[src/rtl/alien_march_ctrl_pkg.sv]
// Shared types and default geometry for the invader formation march controller.
package alien_march_ctrl_pkg;

  typedef enum logic [1:0] {IDLE, MARCH, LANDED} march_state_e;
  typedef enum logic {MOVE, DESCEND} step_kind_e;

  localparam int unsigned XW_DEF          = 10;
  localparam int unsigned YW_DEF          = 10;
  localparam int unsigned X_MIN_DEF       = 0;
  localparam int unsigned X_MAX_DEF       = 640;
  localparam int unsigned FORM_W_DEF      = 352;
  localparam int unsigned X_START_DEF     = 0;
  localparam int unsigned Y_START_DEF     = 64;
  localparam int unsigned X_STEP_DEF      = 8;
  localparam int unsigned Y_STEP_DEF      = 16;
  localparam int unsigned Y_LAND_DEF      = 400;
  localparam int unsigned SYNC_STAGES_DEF = 2;

endpackage

[src/rtl/alien_march_ctrl_toggle_sync.sv]
// Synchronises the divided step clock and emits a one-cycle tick per transition,
// held off after reset until the chain has settled.
module alien_march_ctrl_toggle_sync #(
  parameter int unsigned SYNC_STAGES = 2
) (
  input  logic clk,
  input  logic rst,
  input  logic async_i,
  output logic tick_o
);

  localparam int unsigned PRIME = SYNC_STAGES + 1;
  localparam int unsigned CW    = $clog2(PRIME + 1);

  // One extra flop beyond the synchroniser holds the previous settled level.
  logic [SYNC_STAGES:0] sync_q;
  logic [CW-1:0]        prime_q;

  always_ff @(posedge clk or posedge rst) begin
    if (rst) begin
      sync_q  <= '0;
      prime_q <= '0;
    end else begin
      sync_q <= {sync_q[SYNC_STAGES-1:0], async_i};
      if (prime_q != CW'(PRIME)) prime_q <= prime_q + 1'b1;
    end
  end

  assign tick_o = (prime_q == CW'(PRIME)) && (sync_q[SYNC_STAGES] ^ sync_q[SYNC_STAGES-1]);

endmodule

[src/rtl/alien_march_ctrl.sv]
// Invader formation march controller: one formation step per step_clk transition,
// row descent at the playfield edges, landing detection.
module alien_march_ctrl
  import alien_march_ctrl_pkg::*;
#(
  parameter int unsigned XW          = XW_DEF,
  parameter int unsigned YW          = YW_DEF,
  parameter int unsigned X_MIN       = X_MIN_DEF,
  parameter int unsigned X_MAX       = X_MAX_DEF,
  parameter int unsigned FORM_W      = FORM_W_DEF,
  parameter int unsigned X_START     = X_START_DEF,
  parameter int unsigned Y_START     = Y_START_DEF,
  parameter int unsigned X_STEP      = X_STEP_DEF,
  parameter int unsigned Y_STEP      = Y_STEP_DEF,
  parameter int unsigned Y_LAND      = Y_LAND_DEF,
  parameter int unsigned SYNC_STAGES = SYNC_STAGES_DEF
) (
  input  logic          clk,
  input  logic          clk_rst,
  input  logic          step_clk,
  input  logic          enable,
  input  logic          restart,
  output logic [XW-1:0] x_off,
  output logic [YW-1:0] y_off,
  output logic          dir,
  output logic          anim_frame,
  output logic          step_pulse,
  output logic          landed
);

  localparam logic [XW:0]   X_STEP_E  = (XW+1)'(X_STEP);
  localparam logic [XW:0]   X_MIN_E   = (XW+1)'(X_MIN);
  localparam logic [XW:0]   X_MAX_E   = (XW+1)'(X_MAX);
  localparam logic [XW:0]   FORM_W_E  = (XW+1)'(FORM_W);
  localparam logic [YW:0]   Y_STEP_E  = (YW+1)'(Y_STEP);
  localparam logic [YW:0]   Y_LAND_E  = (YW+1)'(Y_LAND);
  localparam logic [XW-1:0] X_STEP_N  = XW'(X_STEP);
  localparam logic [XW-1:0] X_START_N = XW'(X_START);
  localparam logic [YW-1:0] Y_START_N = YW'(Y_START);

  march_state_e  state_q, state_d;
  logic [XW-1:0] x_q, x_d;
  logic [YW-1:0] y_q, y_d;
  logic          dir_q, dir_d;
  logic          anim_q, anim_d;
  logic          pulse_q, pulse_d;

  logic          tick;
  logic          step_go;
  step_kind_e    kind;
  logic [XW:0]   x_ext;
  logic [YW:0]   y_sum;
  logic [YW-1:0] y_desc;
  logic          reach_land;

  alien_march_ctrl_toggle_sync #(
    .SYNC_STAGES(SYNC_STAGES)
  ) u_sync (
    .clk    (clk),
    .rst    (clk_rst),
    .async_i(step_clk),
    .tick_o (tick)
  );

  // Edge tests run one bit wider than the offsets so they cannot wrap.
  always_comb begin
    x_ext  = {1'b0, x_q};
    y_sum  = {1'b0, y_q} + Y_STEP_E;
    y_desc = y_sum[YW] ? '1 : y_sum[YW-1:0];
    if (dir_q) kind = (x_ext + X_STEP_E + FORM_W_E <= X_MAX_E) ? MOVE : DESCEND;
    else       kind = (x_ext >= X_MIN_E + X_STEP_E) ? MOVE : DESCEND;
    reach_land = ({1'b0, y_desc} >= Y_LAND_E);
  end

  assign step_go = (state_q == MARCH) && tick && enable && !restart;

  always_ff @(posedge clk or posedge clk_rst) begin
    if (clk_rst) state_q <= IDLE;
    else         state_q <= state_d;
  end

  always_comb begin
    state_d = state_q;
    if (restart) begin
      state_d = IDLE;
    end else begin
      case (state_q)
        IDLE:    if (enable) state_d = MARCH;
        MARCH:   if (step_go && kind == DESCEND && reach_land) state_d = LANDED;
        LANDED:  state_d = LANDED;
        default: state_d = IDLE;
      endcase
    end
  end

  always_comb begin
    x_d     = x_q;
    y_d     = y_q;
    dir_d   = dir_q;
    anim_d  = anim_q;
    pulse_d = 1'b0;
    if (restart) begin
      x_d    = X_START_N;
      y_d    = Y_START_N;
      dir_d  = 1'b1;
      anim_d = 1'b0;
    end else if (step_go) begin
      pulse_d = 1'b1;
      anim_d  = ~anim_q;
      if (kind == MOVE) begin
        x_d = dir_q ? x_q + X_STEP_N : x_q - X_STEP_N;
      end else begin
        y_d   = y_desc;
        dir_d = ~dir_q;
      end
    end
  end

  always_ff @(posedge clk or posedge clk_rst) begin
    if (clk_rst) begin
      x_q     <= X_START_N;
      y_q     <= Y_START_N;
      dir_q   <= 1'b1;
      anim_q  <= 1'b0;
      pulse_q <= 1'b0;
    end else begin
      x_q     <= x_d;
      y_q     <= y_d;
      dir_q   <= dir_d;
      anim_q  <= anim_d;
      pulse_q <= pulse_d;
    end
  end

  assign x_off      = x_q;
  assign y_off      = y_q;
  assign dir        = dir_q;
  assign anim_frame = anim_q;
  assign step_pulse = pulse_q;
  assign landed     = (state_q == LANDED);

endmodule

[config.mk]
export PLATFORM = sky130hd
export DESIGN_NAME = alien_march_ctrl
export DESIGN_NICKNAME = d
export VERILOG_FILES = /design/src/rtl/alien_march_ctrl_pkg.sv /design/src/rtl/alien_march_ctrl_toggle_sync.sv /design/src/rtl/alien_march_ctrl.sv
export SDC_FILE = /design/constraint.sdc
export NUM_CORES = 1
export LEC_CHECK = 0
export CORE_ASPECT_RATIO = 0.6
export CORE_MARGIN = 10
export CORE_UTILIZATION = 57
export DETAILED_ROUTE_END_ITERATION = 12
export PLACE_DENSITY = 0.83
export SLEW_MARGIN = 5
export SYNTH_ARGS = -nofsm -noshare
export SYNTH_HDL_FRONTEND = slang
export SYNTH_SLANG_ARGS = --single-unit
[constraint.sdc]
create_clock -name clk -period 7.3 [get_ports clk]
set_input_delay 1.825 -clock clk [delete_from_list [all_inputs] [get_ports clk]]
set_output_delay 1.825 -clock clk [all_outputs]
set_load 0.03 [all_outputs]
==> impl_metrics.yaml <==
clocking:
  clk_path_buf_depth: 2
  cts_resized: 0
  clkTransAtPathRegs_ns: 0.11
  cts_tree: "yes"
  cts_htree_levels: 1
  post_cts_buffers: 0
  cts-root-buf: "clkbuf_8"
  insertion_delay_ns: 0.28
  clock-sinks: 27
  cts_made_buffers: 3
  postCtsHoldBufs: 0
pwr:
  p_leak_nw: 0.845
  p_total_mw: 0.324
  power_density_mw_per_mm2: 154
  intPower_mw: 0.222
  clockPowerShare_pct: 28.2
  switching_share_pct: 31.3
  sequentialPowerShare_pct: 49.9
  irDropWorstVdd_uv: 116
  p_sw_mw: 0.101
  p_comb_share_pct: 21.9
critical_path:
  slowest_stage: "clkdlybuf4s50_1"
  start_kind: "flip-flop"
  path_buf_inv: 1
  rr_worst_depth: 6
  critPathTopFamily: "buffers and inverters"
  cp.depth: 1
  path_class: "reg -> out"
  rrSetupSlack_ns: 4.38
  worstPathCellList: "clkdlybuf4s50_1"
  worstPathArrival_ns: 1.67
  path_max_fanout: 12
  crit_required_ns: 5.48
  cp-end-kind: "output port"
  cpPeakStageDelay_ns: 0.72
sta:
  setup_viol: 0
  fmax_mhz: 286
  fin_crit_ns: 3.50
  maxSlewHeadroom_pct: 32.5
  tns_ns: 0
  worst_slew_pin_slew_ns: 1.01
  finalHoldViolCount: 0
  timing.final.crit_share_pct: 47.9
  finClkSkew_ns: 0.0124
  rsz0062_at_grt: "false"
  drv_slew: 0
synthesis:
  synth_fa_ha_area_share_pct: 6.21
  synthFlopType: "dfrtp_1"
  async_flop_share_pct: 100
  yosys.area_share.simple_pct: 19.4
  ys_ff_latch: 27
  avgSynthCellArea_sq_um: 9.65
  synthXorXnorAreaFrac_pct: 2.41
  synthCells: 188
  synth_top_area_share_pct: 34.5
  syn_area_sq_mm: 0.00181
  synth_mux_area_share_pct: 7.79
  synth_compound_area_share_pct: 19.9
  yosys-top-cells-area: "dfrtp_1, ha_1, nor2_1, mux2_2, dfstp_2"
  ys_types: 56
  yosys_warnings: 0
  synth_seq_area_share_pct: 37.4
  synth_top_family_by_area: "compound AO/OA/AOI/OAI gates"
  synth-edff-count: 0
  netlist.top_cell.by_area: "dfrtp_1"
global_routing:
  antenna_found_initial: 0
  track_usage_pct: 15.0
  grt_max_degree: 30
  grt_pass1_wl_um: 7350
  grt_overflow: 0
  grt_pass1_vias: 1479
floorplan:
  die_w_um: 92.8
  dieArea_sq_mm: 0.00591
  die_h_um: 63.7
  initial_utilization_pct: 61.2
  ioPinCount: 29
  row_count: 15
  coreArea_sq_mm: 0.00297
route:
  dr.pass1.iters: 4
  met2_length_um: 2040
  postRouteAntennaNets: 0
  top_layer_used: "met4"
  met1_length_um: 1910
  wl_per_cell_um: 17.9
  drt-vias-per-instance: 6.17
  wirelength_um: 4470
  wl_met3_um: 464
  drt_iter0_markers: 195
  drc_errors: 0
  dr_total_vias: 1542
layout:
  diodes: 0
  area_growth_pct: 16.1
  nNetsFinal: 223
  drive_gt1_share_pct: 8.65
  num-fill-cells: 217
placed_design:
  hpwlAfterDp_um: 3300
  portBuffers: 25
  place.gp.congestion: 0.916
worst_hold_path:
  holdPathStages: 0
  holdCritPathClass: "reg -> reg"
status:
  status: "completed"
run:
  maxCapViolCount: 0
power by group through the flow:
stage | sequential (mW) | combinational [mW] | clock, mW
finish | 0.161 | 0.0708 | 0.0914
global route | 0.162 | 0.0767 | 0.0975
CTS | 0.161 | 0.0695 | 0.0917
detailed placement | 0.164 | 0.0685 | 0
global placement | 0.164 | 0.0637 | 0
floorplan | 0.167 | 0.0455 | 0
kinds of logic (layout without fill, tap and decap cells):
| group | Yosys count | in the layout |
|---|---|---|
| buffers and inverters | 25 | 43 |
| AOI/OAI and AO/OA | 45 | 45 |
| xor gates and xnor gates | 5 | 5 |
| and+or+nand+nor | 63 | 63 |
| muxes | 13 | 13 |
| DFF | 27 | 27 |
| other | 1 | 3 |
| adders and majority gates | 9 | 9 |
worst paths after layout:
path | startpoint | to
max | dir | dir
min | u_sync.sync_q[0] | u_sync.sync_q[1]
max reg2reg | x_off[3] | x_off[5]
min reg2reg | u_sync.sync_q[0] | u_sync.sync_q[1]
max in group asynchronous | clk_rst | u_sync.sync_q[1]
min in group asynchronous | clk_rst | y_off[7]
synth_stat cells, drive strengths merged (5+ instances only):
cell type and instances:
dfrtp 25, nor2 16, inv 14, a21oi 10, ha 9, mux2 9
buf 7, nor2b 7, nor3 6, nand2 5, nand3 5
routing by layer:
layer  vias up  GRT usage [%]
li1        728              -
met1       732           19.7
met2        76           22.9
met3         6           4.96
met4         0           3.83
met5         -              0
state kept, by name (all words and copies together), names as in the netlist:
name / count
u_sync.sync_q: 3
anim_frame: 1
u_sync.prime_q: 2
x_off: 7
y_off: 10
dir: 1
step_pulse: 1
state_q: 2
layout make-up:
| class | instances | area, sq um | area share (%) |
|---|---|---|---|
| clock inverters | 1 | 8.76 | 0.416 |
| clock buffers | 3 | 41.3 | 1.96 |
| flip-flops and latches | 27 | 678 | 32.2 |
| repair buffers | 25 | 250 | 11.9 |
| multi-input cells | 138 | 1020 | 48.5 |
| inverters | 14 | 52.6 | 2.50 |
| well taps | 42 | 52.6 | 2.50 |
placed cells by master, fill, tap and decap left out, types with 3 or more instances in the layout:
cell and n:
dfrtp_1 25, a21oi_1 9, and4_1 3, mux2i_1 4, clkbuf_8 3, inv_1 14, nor3_1 6, nor2b_1 7
nand3_1 5, o21ai_0 4, and3_1 4, o2111ai_1 3, nand4_1 4, mux2_2 5, nand2b_1 4, ha_1 9
a211oi_1 4, xnor2_1 3, clkdlybuf4s50_1 25, conb_1 3, nor2_1 16, mux2_1 4, nand2_1 5
through the flow:
stage / std cells / hold WS (ns) / util (%) / cell area, sq um / setup WS, ns
after floorplan: 190 / 0.331 / - / 1820 / 4.46
after global placement: 246 / 0.334 / 69.3 / 2060 / 3.78
after detailed placement: 246 / 0.349 / 69.3 / 2060 / 3.67
after CTS: 250 / 0.371 / 71.0 / 2110 / 3.80
after global routing: 250 / 0.384 / 71.0 / 2110 / 3.75
final: 250 / 0.374 / 71.0 / 2110 / 3.80
worst reg2reg max path, stage by stage (launching register included):
cell and delay, ns:
dfrtp_1 0.49, ha_1 0.34, or3b_1 0.38, a311oi_2 0.39, o221ai_2 0.39, a211oi_1 0.45
mux2_2 0.38
(Power assumes the default switching activity.)
